**src/rtl/lc3b_wb_stage.sv**
```systemverilog
// Writeback buffer behind the LC-3b ALU: a 2-entry FIFO of ALU results with
// their NZP codes, an architectural CC register updated at pop, and a
// combinational read-after-write forwarding lookup over buffered entries.
module lc3b_wb_stage #(
    parameter int WIDTH = 16,
    parameter int RADDR = 3
) (
    input  logic             clk,
    input  logic             rst,
    input  logic             in_valid,
    output logic             in_ready,
    input  logic [WIDTH-1:0] in_result,
    input  logic [RADDR-1:0] in_dest,
    input  logic             in_ld_reg,
    input  logic             in_ld_cc,
    output logic             out_valid,
    input  logic             out_ready,
    output logic [WIDTH-1:0] out_result,
    output logic [RADDR-1:0] out_dest,
    output logic             out_we,
    output logic [2:0]       cc_q,
    input  logic [RADDR-1:0] chk_reg,
    output logic             chk_hit,
    output logic [WIDTH-1:0] chk_data
);

    // Entry storage; never reset, occupancy is tracked by count alone.
    logic [WIDTH-1:0] result_mem [2];
    logic [RADDR-1:0] dest_mem   [2];
    logic             ld_reg_mem [2];
    logic             ld_cc_mem  [2];
    logic [2:0]       nzp_mem    [2];

    logic       wr_ptr;
    logic       rd_ptr;
    logic [1:0] count;
    logic       push;
    logic       pop;
    logic       young;

    // Exactly one of n/z/p is set for any value.
    function automatic logic [2:0] calc_nzp(input logic [WIDTH-1:0] value);
        logic n;
        logic z;
        n = value[WIDTH-1];
        z = (value == '0);
        return {n, z, ~n & ~z};
    endfunction

    assign in_ready   = (count != 2'd2);
    assign out_valid  = (count != 2'd0);
    assign push       = in_valid & in_ready;
    assign pop        = out_valid & out_ready;
    assign out_result = result_mem[rd_ptr];
    assign out_dest   = dest_mem[rd_ptr];
    assign out_we     = pop & ld_reg_mem[rd_ptr];
    // The most recently pushed entry sits just behind the write pointer.
    assign young      = ~wr_ptr;

    // Control state: pointers, occupancy and the architectural CC register.
    always_ff @(posedge clk or posedge rst) begin
        if (rst) begin
            wr_ptr <= 1'b0;
            rd_ptr <= 1'b0;
            count  <= 2'd0;
            cc_q   <= 3'b010;
        end else begin
            if (push) begin
                wr_ptr <= ~wr_ptr;
            end
            if (pop) begin
                rd_ptr <= ~rd_ptr;
                if (ld_cc_mem[rd_ptr]) begin
                    cc_q <= nzp_mem[rd_ptr];
                end
            end
            case ({push, pop})
                2'b10:   count <= count + 2'd1;
                2'b01:   count <= count - 2'd1;
                default: count <= count;
            endcase
        end
    end

    // Capture the pushed entry and its condition code into the write slot.
    always_ff @(posedge clk) begin
        if (push) begin
            result_mem[wr_ptr] <= in_result;
            dest_mem[wr_ptr]   <= in_dest;
            ld_reg_mem[wr_ptr] <= in_ld_reg;
            ld_cc_mem[wr_ptr]  <= in_ld_cc;
            nzp_mem[wr_ptr]    <= calc_nzp(in_result);
        end
    end

    // Forwarding lookup: check the older entry first so the younger one overrides.
    always_comb begin
        chk_hit  = 1'b0;
        chk_data = '0;
        if ((count == 2'd2) && ld_reg_mem[rd_ptr] && (dest_mem[rd_ptr] == chk_reg)) begin
            chk_hit  = 1'b1;
            chk_data = result_mem[rd_ptr];
        end
        if ((count != 2'd0) && ld_reg_mem[young] && (dest_mem[young] == chk_reg)) begin
            chk_hit  = 1'b1;
            chk_data = result_mem[young];
        end
    end

endmodule
```
**config.mk**
```make
export PLATFORM = sky130hd
export DESIGN_NAME = lc3b_wb_stage
export DESIGN_NICKNAME = d
export VERILOG_FILES = /design/src/rtl/lc3b_wb_stage.sv
export SDC_FILE = /design/constraint.sdc
export NUM_CORES = 1
export LEC_CHECK = 0
export BUFFER_PORTS_ARGS = -buffer_cell sky130_fd_sc_hd__buf_4
export CAP_MARGIN = 10
export CORE_MARGIN = 8
export CORE_UTILIZATION = 51
export DETAILED_ROUTE_END_ITERATION = 12
export PLACE_DENSITY = 0.8
export SETUP_SLACK_MARGIN = 0.2
export SYNTH_ARGS = -nofsm -noshare
export SYNTH_HDL_FRONTEND = slang
export SYNTH_SLANG_ARGS = --single-unit
```
**constraint.sdc**
```tcl
create_clock -name clk -period 3.09 [get_ports clk]
set_input_delay 0.7725 -clock clk [delete_from_list [all_inputs] [get_ports clk]]
set_output_delay 0.7725 -clock clk [all_outputs]
set_load 0.1 [all_outputs]
```
==> metrics.yaml <==
cts-htree-levels: 2
drv_cap: 0
grt_setup_unrepaired: "yes"
status: "complete, no violations"
slew_violations: 0
synth_nets: 178
setup_viol: 0
firstDrtPassIters: 4
rows: 25
drt_iter0_markers: 83
clk_latency_ns: 0.30
synthCells: 149
synth.most_common_cell: "edfxtp_1"
critPathCaptureType: "output pin"
worstPathMaxFanout: 13
async_reset_ff_share_pct: 13.21
synth_top_area_cell: "edfxtp_1"
die_h_um: 84.54
synth_area_leaders: "edfxtp_1, mux2_2, dfrtp_1"
grt_pass1_wl_um: 8914
synthDistinctLibCells: 27
fillCellCount: 281
cp.arrival_ns: 2.30
grt_start_max_net_pins: 24
finalWorstSetupSlack_ns: 0.01412
ys_ff_latch: 53
viasPerCell: 5.572
synth_edf_count: 46
worst_clock_skew_ns: 0.006769
drc: 0
core-area_mm2: 0.004629
area.growth.synth_to_final_pct: 44.60
die_area_mm2: 0.007147
relSlewSlack_pct: 70.00
synth_area_mm2: 0.002396
die_w_um: 84.54
synth_top_area_share_pct: 57.65
grt_usage_pct: 15.98
cts_buffers: 5
num_vias: 1577
ys_seq_area_share_pct: 65.01
antenna_found_initial: 0
drt-total-wl_um: 5651
postCtsHoldBufs: 0
synth_warnings: 0
gp_congestion: 0.7952
clk_pin_slew_ns: 0.09
cp.required_ns: 2.32
min_path_type: "in2async"
cts_tree: "yes"
drtAntennaViolNets: 0
grt-ovfl-total: 0
finalHoldViolations: 0
worst-setup-path-type: "reg2out"
cts_root_buf: "clkbuf_8"
dp_slack_ns: 0.08380
io_buffers: 69
postSynthAreaPerCell_um2: 16.08
period_share_pct: 99.54
tightest_slew_ns: 0.4459
clkSinkCount: 53
fmax_ghz: 0.3251
ioPinCount: 70
drive_above_1_share_pct: 58.95
clockBufferDepth: 2
period_needed_ns: 3.076
dp_hpwl_um: 3929
antenna_cells: 0
nets: 257
critPathLaunchType: "register"
first_global_vias: 1725
synthTopCellsByCount: "edfxtp_1, mux2_2, nor2_1"
initial_core_util_pct: 51.76
synth-main-ff-cell: "edfxtp_1"
wl_per_cell_um: 19.97
-- placed cells by master (no fill, tap or decap), types with 6 or more instances in the layout --
cell,instances
a22o_4,9
a22o_2,7
buf_4,60
mux2i_1,7
clkbuf_8,6
mux2_2,17
nor2_1,8
edfxtp_1,46
buf_12,18
-- timing repair --
action | CTS | global route
gates resized for setup | 54 | 9
setup endpoints to repair | 16 | 16
hold endpoints to repair | 0 | 0
buffers inserted | 1 | 0
pin swaps | 1 | 3
-- worst paths after layout --
check | from | end | slack, ns | cells past startpoint
max in group asynchronous | rst | cc_q[1] | 2.43 | 2
min | rst | count[0] | 0.39 | 2
max | wr_ptr | chk_data[10] | 0.01 | 8
min in group clk | cc_q[1] | cc_q[1] | 0.52 | 2
min reg2reg | cc_q[1] | cc_q[1] | 0.52 | 2
max reg2reg | rd_ptr | cc_q[2] | 1.32 | 5
-- kinds of logic (layout without fill, tap and decap cells) --
group,Yosys count,in the layout,synth area share [%]
AOI/OAI and AO/OA,18,18,6.580
adders and majority gates,1,1,0.5221
xor gates and xnor gates,11,11,4.961
buffers and inverters,10,90,2.871
DFF,53,53,65.01
muxes,30,30,14.36
and+or+nand+nor,26,26,5.692
-- stage by stage --
step | hold WS [ns] | area, µm² | utilization, % | std cells | setup TNS (ns)
5_1_grt | 0.3938 | 3465 | 74.84 | 283 | -0.8352
2_1_floorplan | 0.4834 | 2419 | - | 149 | 0
4_1_cts | 0.3856 | 3406 | 73.57 | 283 | -0.006521
3_5_place_dp | 0.4968 | 3040 | 65.68 | 274 | 0
3_3_place_gp | 0.4979 | 3040 | 65.68 | 274 | 0
6_report | 0.3902 | 3465 | 74.84 | 283 | 0
-- metal layers --
metal  up-vias  GRT usage, %  share of wire, %
met5         -             0                 0
met4         0         5.825              0.94
met3         6         6.634               8.1
met2        66         26.63                52
met1       777         17.85                39
li1        728             -                 -
-- registers in the layout (all words and copies together) (netlist names) --
signal and count:
nzp_mem 4, ld_reg_mem 2, rd_ptr 1, dest_mem 6, cc_q 3, ld_cc_mem 2, count 2, wr_ptr 1
result_mem 32
-- worst max-delay path, stage by stage, from the launching register on --
cell and delay, ns:
dfrtp_2 0.46, buf_4 0.18, mux2i_1 0.13, nor2_1 0.12
nand4_2 0.22, mux2i_4 0.27, buf_12 0.16, a22o_2 0.28
buf_12 0.17
-- layout make-up --
| class | instances | area [µm²] | area share (%) |
|---|---|---|---|
| clock buffer | 8 | 111.4 | 3.214 |
| inverter | 4 | 15.01 | 0.4334 |
| multi-input combinational | 86 | 899.6 | 25.97 |
| sequential | 53 | 1560 | 45.03 |
| tap | 54 | 67.56 | 1.950 |
| timing repair buffer | 78 | 810.8 | 23.40 |
Power is left out: the tool's default activity adds up to more than one toggle a clock period on the data nets, which glitch-free logic cannot reach.
